**config.mk**
```make
export PLATFORM = sky130hd
export DESIGN_NAME = mem_arbiter
export DESIGN_NICKNAME = d
export VERILOG_FILES = /design/src/rtl/mem_arbiter.sv
export SDC_FILE = /design/constraint.sdc
export NUM_CORES = 1
export LEC_CHECK = 0
export BUFFER_PORTS_ARGS = -buffer_cell sky130_fd_sc_hd__buf_4
export CAP_MARGIN = 20
export CORE_ASPECT_RATIO = 0.75
export CORE_MARGIN = 4
export CORE_UTILIZATION = 35
export DETAILED_ROUTE_END_ITERATION = 12
export PLACE_DENSITY = 0.57
export SYNTH_ARGS = -nofsm -noshare
export SYNTH_HDL_FRONTEND = slang
export SYNTH_SLANG_ARGS = --single-unit
```
**constraint.sdc**
```tcl
create_clock -name clk -period 2.8 [get_ports clk]
set_clock_uncertainty 0.05 [all_clocks]
set_input_delay 0.42 -clock clk [delete_from_list [all_inputs] [get_ports clk]]
set_output_delay 0.42 -clock clk [all_outputs]
set_load 0.01 [all_outputs]
```
**src/rtl/mem_arbiter.sv**
```systemverilog
// Arbitrates one byte-wide RAM port between instruction fetch and load/store,
// serialising each access into byte cycles and packing words little-endian.
module mem_arbiter #(
    parameter int ADDR_W = 32
) (
    input  logic              clk,
    input  logic              rst,
    input  logic              if_req,
    input  logic [ADDR_W-1:0] if_addr,
    output logic [31:0]       if_data,
    output logic              if_done,
    input  logic              mem_req,
    input  logic              mem_we,
    input  logic [1:0]        mem_len,
    input  logic [ADDR_W-1:0] mem_addr,
    input  logic [31:0]       mem_wdata,
    output logic [31:0]       mem_rdata,
    output logic              mem_done,
    output logic [ADDR_W-1:0] ram_a,
    output logic              ram_wr,
    output logic [7:0]        ram_dout,
    input  logic [7:0]        ram_din,
    output logic              if_rq,
    output logic              mem_rq
);

    typedef enum logic [1:0] {IDLE, IF_RD, MEM_RD, MEM_WR} state_t;

    state_t            state_q, state_d;
    logic [ADDR_W-1:0] base_q, base_d;
    logic [2:0]        k_q, k_d;
    logic [2:0]        n_q, n_d;
    logic [3:0][7:0]   buf_q, buf_d;
    logic [31:0]       if_data_q, if_data_d;
    logic [31:0]       mem_rdata_q, mem_rdata_d;
    logic              if_done_q, if_done_d;
    logic              mem_done_q, mem_done_d;
    logic [2:0]        mem_n;
    logic [3:0][7:0]   rd_merge;

    always_comb begin
        unique case (mem_len)
            2'b00:   mem_n = 3'd1;
            2'b01:   mem_n = 3'd2;
            default: mem_n = 3'd4;
        endcase
    end

    // Byte returned this cycle belongs to the address presented one cycle earlier.
    for (genvar gi = 0; gi < 4; gi++) begin : g_lane
        assign rd_merge[gi] = (k_q == 3'(gi + 1)) ? ram_din : buf_q[gi];
    end

    always_comb begin
        state_d     = state_q;
        base_d      = base_q;
        k_d         = k_q;
        n_d         = n_q;
        buf_d       = buf_q;
        if_data_d   = if_data_q;
        mem_rdata_d = mem_rdata_q;
        if_done_d   = 1'b0;
        mem_done_d  = 1'b0;
        ram_a       = '0;
        ram_wr      = 1'b0;
        ram_dout    = 8'h00;
        unique case (state_q)
            IDLE: begin
                // The bubble after each completion lets the requester drop req first.
                if (!if_done_q && !mem_done_q) begin
                    if (mem_req) begin
                        state_d = mem_we ? MEM_WR : MEM_RD;
                        base_d  = mem_addr;
                        n_d     = mem_n;
                        k_d     = 3'd0;
                        buf_d   = mem_we ? mem_wdata : 32'h0;
                    end else if (if_req) begin
                        state_d = IF_RD;
                        base_d  = if_addr;
                        n_d     = 3'd4;
                        k_d     = 3'd0;
                        buf_d   = 32'h0;
                    end
                end
            end
            IF_RD, MEM_RD: begin
                ram_a = base_q + ADDR_W'(k_q);
                if (k_q != 3'd0) buf_d = rd_merge;
                if (state_q == IF_RD && !if_req) begin
                    state_d = IDLE;
                end else if (k_q == n_q) begin
                    state_d = IDLE;
                    if (state_q == IF_RD) begin
                        if_done_d = 1'b1;
                        if_data_d = rd_merge;
                    end else begin
                        mem_done_d  = 1'b1;
                        mem_rdata_d = rd_merge;
                    end
                end else begin
                    k_d = k_q + 3'd1;
                end
            end
            MEM_WR: begin
                ram_a    = base_q + ADDR_W'(k_q);
                ram_wr   = 1'b1;
                ram_dout = buf_q[k_q[1:0]];
                if (k_q == n_q - 3'd1) begin
                    state_d    = IDLE;
                    mem_done_d = 1'b1;
                end else begin
                    k_d = k_q + 3'd1;
                end
            end
            default: state_d = IDLE;
        endcase
    end

    always_ff @(posedge clk or negedge rst) begin
        if (!rst) begin
            state_q     <= IDLE;
            base_q      <= '0;
            k_q         <= 3'd0;
            n_q         <= 3'd0;
            buf_q       <= '0;
            if_data_q   <= 32'h0;
            mem_rdata_q <= 32'h0;
            if_done_q   <= 1'b0;
            mem_done_q  <= 1'b0;
        end else begin
            state_q     <= state_d;
            base_q      <= base_d;
            k_q         <= k_d;
            n_q         <= n_d;
            buf_q       <= buf_d;
            if_data_q   <= if_data_d;
            mem_rdata_q <= mem_rdata_d;
            if_done_q   <= if_done_d;
            mem_done_q  <= mem_done_d;
        end
    end

    assign if_data   = if_data_q;
    assign mem_rdata = mem_rdata_q;
    assign if_done   = if_done_q;
    assign mem_done  = mem_done_q;
    assign if_rq     = if_req & ~if_done_q;
    assign mem_rq    = mem_req & ~mem_done_q;

endmodule

```
## Word-level counts from Yosys, hierarchy flattened

Cells that the tools add are included.
W data, S select, Z words.

- Bits of input ports: 111
- Flip-flop bits (word level): 138
- Word-level logic and storage cells: 102
- Output and inout port bits: 109

- Multiplexer cells: 44
- $lt $le $gt $ge: 1
- Bitwise gates (word level): 6
- Reductions and logical operators: 18
- Equal/unequal tests: 18
- Add/subtract/negate cells: 3

Operators with widths:

| cell | count |
|---|---|
| $mux W32 | 8 |
| $pmux W32 S2 | 1 |
| $mux W8 | 6 |
| $add A32 B3 Y32 | 1 |
| $mux W3 | 8 |
| $bmux W8 S2 | 1 |
| $reduce_and A4 Y1 | 4 |
| $mux W2 | 6 |
| $ne A2 B2 Y1 const B | 6 |
| $mux W1 | 10 |
| $pmux W3 S3 | 1 |
| $eq A3 B2 Y1 const B | 2 |
| $eq A3 B3 Y1 | 2 |
| $ne A3 B3 Y1 const B | 2 |
| $pmux W2 S3 | 1 |
| $pmux W3 S2 | 1 |
| $reduce_and A5 Y1 | 1 |
| $eq A2 B1 Y1 const B | 2 |
| $eq A2 B2 Y1 const B | 2 |
| $logic_not A2 Y1 | 2 |
| $not A1 Y1 | 4 |
| $reduce_bool A2 Y1 | 2 |
| $add A3 B1 Y3 const B | 1 |
| $eq A3 B1 Y1 const B | 1 |
| 11 further kinds | 15 |

## Logic depth before layout (Yosys ltp)

Gate-level depths: netlist of run 1.

- Depth after elaboration: 5
- Mapped depth: 9
- Depth with buffers taken out: 7

## Worst setup path before layout of run 1

Ideal clock, no wire load.

- Kind: reg2out
- From: register k_q[1]
- To: output ram_a[24]
- Data arrival time: 2.525 ns
- Path slack: -0.195 ns
- Stages on the path, launching flop included: 8
- Path through: dfrtp_1 > clkbuf_1 > inv_1 > fa_1 > nor2b_1 > o2111ai_1 > or4_1 > a21oi_1

- Word-level cells in the longest chain between the ends: 2

Ends and longest elaborated chain:

| what | line | text |
|---|---|---|
| start: declaration | 31 | `logic [2:0] k_q, k_d;` |
| start signal: assignment | 133 | `k_q <= k_d;` |
| $add A32 B3 Y32 | 87, 105 |  |
| $mux W32 | - |  |
| end: declaration | 19 | `output logic [ADDR_W-1:0] ram_a,` |

No other way between the ends.

## Worst setup path after layout of run 1

- From: register base_q[0]
- To: output ram_a[14]

- Word-level cells in the longest chain between the ends: 2

Ends and longest elaborated chain:

| what | line | text |
|---|---|---|
| start: declaration | 30 | `logic [ADDR_W-1:0] base_q, base_d;` |
| start signal: assignment | 132 | `base_q <= base_d;` |
| $add A32 B3 Y32 | 87, 105 |  |
| $mux W32 | - |  |

No other way between the ends.

==> run summary, run 1 <==
Design Power = 11900 uW
vias in the first global route = 6423
Critical R2R Capture = buf_q[14]
YS warnings = 0
Total Die Area = 24400 um^2
Psw = 4820 uW
critical path's largest stage delay = 0.36 ns
Max Clock Freq = 334 MHz
Synth Register Bits = 138
r2r setup slk = 0.46 ns
placed insts = 1191
clock network power share = 0.193
Clock transition at path regs = 0.06 ns
first-pass GRT wire length = 37.5 mm
Worst R2R Path Depth = 7
Lkg Pwr = 0.00518 uW
syn avg cell area = 11.0 um^2
Detailed Route WL = 24.6 mm
fillers = 1970
Worst Hold Class = in2reg
top cell type's share of synthesized area = 0.450
CP max FO = 7
First-pass DRT Iterations = 7
Worst EP arrival = 2.52 ns
max-slew violation count = 0
Multi-input gate area = 4280 um^2
Via density = 5.28
Ports = 220
most frequently used flop master after synthesis = dfrtp_1
Flop pwr share = 0.298
Setup Viol. Count Final = 22
DR DRC count = 0
syn nets = 825
# rows = 46
DR vias = 6622
CTS buffer count = 17
sequential area share after synthesis = 0.450
uppermost routed layer = met4
Initial Utilization = 0.359
CTS sink cnt = 138
hold path startpoint = mem_len[0]
IO Port Bufs = 219
CP startpoint kind = flip-flop
wire per inst = 19.6 um
H-tree level count = 4
RR Startpoint = state_q[0]
pwr dens = 1090 nW/um^2
Die Y = 136 um
Final min period = 2.99 ns
Finished Core Util = 0.514
Core ar. = 21400 um^2
Total Routing Usage GR = 0.200
DP HPWL = 17.7 mm
largest net degree at the start of global routing = 71
internal power = 7100 uW
DRT met1 WL = 12.4 mm
Gate power share = 0.509
Net Sw Frac = 0.404
CTS tree = done
worst hold path depth = 2
Crit Path Category = reg2out
Antenna diodes = 0
RSZ-0062 raised after global routing = true
Syn-to-layout area delta = 43.0%
layout cells sized above 1 = 0.483
register area = 3460 um^2
Starting DRT DRC Count = 318
met3 WL = 1.41 mm
Final Hold Viols = 0
most frequent cell after synthesis = dfrtp_1
initial antenna violation count = 0
leading area contributor after synthesis = dfrtp_1
clk_lat worst skew = 0.42 ns
buffer levels on the longest clock path = 2
met2 wire len = 10.5 mm
Synth Instances = 699
status = finished, violations left
CTS root buf = clkbuf_16
number of flops mapped to enable cells by yosys = 0
final worst path period share = 1.07
number of unique standard cell types used by synthesis = 56
Worst setup EP type = output port
Slew headroom = 0.537
failing checks = setup timing
Peak VDD IR = 509 uV
Post-synth ARST share = 1.00
top cells by area, synth = dfrtp_1 45%, mux2_2 14%, mux2i_1 4.6%
worst path cell trace = ha_2 > inv_2 > fa_2 > nor2b_4 > buf_6 > o2111ai_4 > or3_1 > a21oi_2 > buf_4
Final ANT Viol Nets = 0
Worst Hold End = n_q[0]
top cells by count, synth = 138 x dfrtp_1, 98 x mux2_2, 60 x nand2_1
Mapped Area = 7670 um^2
gpl congestion = 0.819
Die Wd = 179 um
final net count = 1078
Tightest Pin Transition = 0.694 ns
final worst slack = -0.193 ns
CP required = 2.33 ns
Max Cap Viol = 0
Worst path slowest cell = dfrtp_1
gr ovfl total = 0
Final Instance Count excl. Fillers = 1253
worst max-delay path: cells and delay by family (launching register included):
kind	cells	cell delay, ns
adder cells (fa/ha/maj)	2	0.55
AND/OR/NAND/NOR	2	0.58
AO/OA/AOI/OAI	2	0.29
buffers and inverters	3	0.33
flip-flops	1	0.36
cell families after synthesis:
kind of cell,after synthesis,share of synthesized area
mux,141,0.213
xor+xnor,12,0.0157
buf+inv,64,0.0336
simple gates,171,0.118
compound gates,158,0.144
fa+ha+maj,15,0.0254
flops,138,0.450
power groups by stage:
stage	clock network (uW)	logic [uW]	registers [uW]
floorplan	0	3250	3530
global route	2440	6610	3670
global placement	0	5610	3550
CTS	2350	5990	3520
detailed placement	0	5670	3560
finish	2300	6070	3550
layer usage:
layer  track usage  vias to the layer above
li1              -                     3126
met1         0.318                     3268
met2         0.276                      207
met3        0.0370                       21
met4        0.0486                        0
met5             0                        -
registers in the layout, summed over array words and instances (netlist names):
| register | count |
|---|---|
| base_q | 32 |
| mem_done | 1 |
| mem_rdata | 32 |
| k_q | 3 |
| n_q | 3 |
| if_done | 1 |
| state_q | 2 |
| buf_q | 32 |
| if_data | 32 |
cell usage in the layout (no fill, tap or decap), types with 6 or more instances in the layout:
master / synthesis / layout
mux2_2: 98 / 94
buf_4: 0 / 260
nor2b_1: 13 / 11
nand2_1: 60 / 58
dfrtp_1: 138 / 136
o21ai_0: 41 / 41
nor2_1: 19 / 19
o31ai_1: 14 / 13
clkbuf_16: 0 / 17
a21oi_2: 0 / 10
mux4_2: 8 / 8
o2bb2ai_1: 28 / 28
or4_4: 1 / 12
nand3_1: 10 / 10
a22oi_1: 28 / 28
buf_6: 1 / 12
a21oi_1: 17 / 7
and2_1: 9 / 9
mux2i_1: 35 / 35
ha_1: 14 / 11
or4_1: 14 / 6
inv_1: 16 / 15
and3_1: 10 / 10
nor3_1: 8 / 7
xnor2_1: 7 / 7
stage by stage:
step,TNS (ns),worst slack (ns),hold WS [ns],instance area [um^2]
detailed placement,0,0.0974,0.437,9790
CTS,-2.19,-0.174,0.129,10800
global route,-4.38,-0.311,0.130,11000
floorplan,0,0.0495,0.0744,7680
finish,-2.02,-0.193,0.148,11000
global placement,0,0.120,0.429,9790
cell type report:
class	count	area share
clock inverters	15	0.0161
inverters	16	0.00548
repair buffers	279	0.201
flip-flops and latches	138	0.315
clock buffers	17	0.0388
multi-input cells	500	0.390
well taps	288	0.0329
what timing repair did:
item | in CTS | in global routing
setup endpoints to repair | 22 | 24
resized for setup | 44 | 30
cloned | 3 | 1
hold buffers | 1 | 0
hold endpoints to repair | 27 | 0
pin swaps | 16 | 17
buffers inserted | 18 | 7
worst max-delay path by stage:
stage,from,endpoint,slack [ns],depth (start not counted)
after global routing,base_q[0],ram_a[14],-0.31,9
after detailed placement,base_q[0],ram_a[16],0.1,9
final,base_q[0],ram_a[14],-0.19,9
after global placement,base_q[0],ram_a[16],0.12,9
after floorplan,k_q[1],ram_a[24],0.05,7
after CTS,base_q[0],ram_a[28],-0.17,8
No activity file was read; power rests on OpenSTA's default activity.
==> run 2, diff against run 1 <==
--- a/config.mk
+++ b/config.mk
@@ -12,6 +12,7 @@
 export CORE_UTILIZATION = 35
 export DETAILED_ROUTE_END_ITERATION = 12
 export PLACE_DENSITY = 0.57
+export RECOVER_POWER = 100
 export SYNTH_ARGS = -nofsm -noshare
 export SYNTH_HDL_FRONTEND = slang
 export SYNTH_SLANG_ARGS = --single-unit
==> run 2 against run 1 <==
Compared with the run above:
- the run ends with capacitance limit, slew limit, setup timing left
- routed wire length is essentially flat
- highest routed layer unchanged
- count of clock-buffer cells in the layout is the same
- final cell count is the same
- largest cell class unchanged
- total power shrank 3.5%
- die area is the same
- maximum frequency is essentially flat
- largest power group unchanged
- combinational power shrank 6.6%
- critical path depth shrank 1
- clock power is essentially flat
==> run summary, run 2 (synthesized netlist as in run 1, its figures left out) <==
max-slew violation count = 68 (was 0)
wire per inst = 19.7 um (was 19.6 um)
CP startpoint kind = flip-flop (unchanged)
clock network power share = 0.200 (was 0.193)
Die Wd = 179 um (unchanged)
Clock transition at path regs = 0.06 ns (about the same)
Via density = 5.30 (was 5.28)
Final ANT Viol Nets = 0 (unchanged)
CTS buffer count = 17 (unchanged)
Gate power share = 0.492 (was 0.509)
DP HPWL = 17.7 mm (unchanged)
vias in the first global route = 6423 (unchanged)
Worst setup EP type = output port (unchanged)
failing checks = capacitance limit, slew limit, setup timing (was setup timing)
CTS root buf = clkbuf_16 (unchanged)
Final Hold Viols = 0 (unchanged)
CP max FO = 6 (was 7)
Worst EP arrival = 2.52 ns (about the same)
gpl congestion = 0.819 (unchanged)
CP required = 2.33 ns (about the same)
initial antenna violation count = 0 (unchanged)
Max Clock Freq = 334 MHz (about the same)
Worst path slowest cell = or4_4 (was dfrtp_1)
Max Cap Viol = 1 (was 0)
Ports = 220 (unchanged)
placed inst area = 9790 um^2 (unchanged)
critical path's largest stage delay = 0.46 ns (was 0.36 ns)
worst path cell trace = ha_2 > inv_2 > fa_2 > nor2b_4 > o2111ai_4 > or4_4 > a21oi_2 > buf_4 (was ha_2 > inv_2 > fa_2 > nor2b_4 > buf_6 > o2111ai_4 > or3_1 > a21oi_2 > buf_4)
Total Die Area = 24400 um^2 (unchanged)
Setup Viol. Count Final = 22 (unchanged)
CTS tree = done (unchanged)
DR DRC count = 0 (unchanged)
Net Sw Frac = 0.417 (was 0.404)
final net count = 1078 (unchanged)
gr ovfl total = 0 (unchanged)
Worst Hold Class = in2reg (unchanged)
aggregate negative setup slack = -2.04 ns (was -2.02 ns)
Total Routing Usage GR = 0.200 (unchanged)
fillers = 2057 (was 1970)
pwr dens = 1080 nW/um^2 (was 1090 nW/um^2)
First-pass DRT Iterations = 6 (was 7)
clk_lat worst skew = 0.42 ns (about the same)
finished layout cell area = 10600 um^2 (was 11000 um^2)
Psw = 4800 uW (was 4820 uW)
Antenna diodes = 0 (unchanged)
# rows = 46 (unchanged)
Slew headroom = -0.183 (was 0.537)
Die Y = 136 um (unchanged)
Lkg Pwr = 0.00484 uW (was 0.00518 uW)
Crit Path Category = reg2out (unchanged)
Design Power = 11500 uW (was 11900 uW)
internal power = 6700 uW (was 7100 uW)
most common cell after layout, fill and taps aside = buf_4 (unchanged)
final worst path period share = 1.07 (about the same)
Syn-to-layout area delta = 38.3% (was 43.0%)
Final min period = 2.99 ns (about the same)
Core ar. = 21400 um^2 (unchanged)
final worst slack = -0.193 ns (about the same)
DR vias = 6641 (was 6622)
H-tree level count = 4 (unchanged)
Initial Utilization = 0.359 (unchanged)
CTS sink cnt = 138 (unchanged)
first-pass GRT wire length = 37.5 mm (unchanged)
status = finished, violations left (unchanged)
most frequent cells in the layout = 180 x buf_4, 136 x dfrtp_1, 94 x mux2_2 (was 260 x buf_4, 136 x dfrtp_1, 94 x mux2_2)
Flop pwr share = 0.308 (was 0.298)
largest net degree at the start of global routing = 71 (unchanged)
layout cells sized above 1 = 0.403 (was 0.483)
Final Instance Count excl. Fillers = 1253 (unchanged)
IO Port Bufs = 219 (unchanged)
Starting DRT DRC Count = 354 (was 318)
placed insts = 1191 (unchanged)
Detailed Route WL = 24.6 mm (about the same)
Tightest Pin Transition = 1.77 ns (was 0.694 ns)
RSZ-0062 raised after global routing = true (unchanged)
Peak VDD IR = 507 uV (was 509 uV)
buffer levels on the longest clock path = 2 (unchanged)
[run 2: layer usage]
layer / wire, um / GRT usage
met1: 12400 / 0.318
met2: 10600 / 0.276
met3: 1410 / 0.0370
met4: 195 / 0.0486
met5: 0 / 0
[run 2: power by group through the flow]
stage | sequential (uW) | clock, uW | combinational [uW]
2_1_floorplan | 3530 | 0 | 3250
3_3_place_gp | 3550 | 0 | 5610
3_5_place_dp | 3560 | 0 | 5670
4_1_cts | 3520 | 2350 | 5990
5_1_grt | 3650 | 2440 | 6190
6_report | 3540 | 2300 | 5670
[run 2: cell type report]
type / instances / area [um^2] / area share
repair buffers: 279 / 1860 / 0.175
clock buffers: 17 / 425 / 0.0401
clock inverters: 15 / 176 / 0.0166
multi-input cells: 500 / 4280 / 0.403
inverters: 16 / 60.1 / 0.00566
flip-flops and latches: 138 / 3460 / 0.326
well taps: 288 / 360 / 0.0340
[run 2: final timing paths]
kind,start,to,slack (ns),cells after the start
worst max-delay path,base_q[0],ram_a[28],-0.19,8
worst min-delay path,mem_len[0],n_q[0],0.15,2
worst max register to register,state_q[0],if_data[20],0.04,6
worst min register to register,mem_rdata[2],mem_rdata[2],0.46,1
max in group asynchronous,rst,buf_q[25],0.28,3
min in group asynchronous,rst,base_q[12],0.93,2
[run 2: stage by stage]
stage	setup slack [ns]	hold WS [ns]	utilization
floorplan	0.0495	0.0744	-
global placement	0.120	0.429	0.459
detailed placement	0.0974	0.437	0.459
CTS	-0.174	0.129	0.505
global route	-0.311	0.130	0.497
finish	-0.193	0.145	0.497
[run 2: worst max-delay path, delay by kind of cell (launching register included)]
family	cells	cell delay, ns
buffers and inverters	2	0.17
adders and majority gates	2	0.55
DFF	1	0.36
and+or+nand+nor	2	0.69
AOI/OAI and AO/OA	2	0.34
[run 2: repair_timing]
item,4_1_cts,5_1_grt
gates resized for setup,44,30
setup endpoints to repair,22,24
pin swaps,16,17
hold buffers,1,0
hold endpoints to repair,27,0
setup buffers,18,7
cloned,3,1
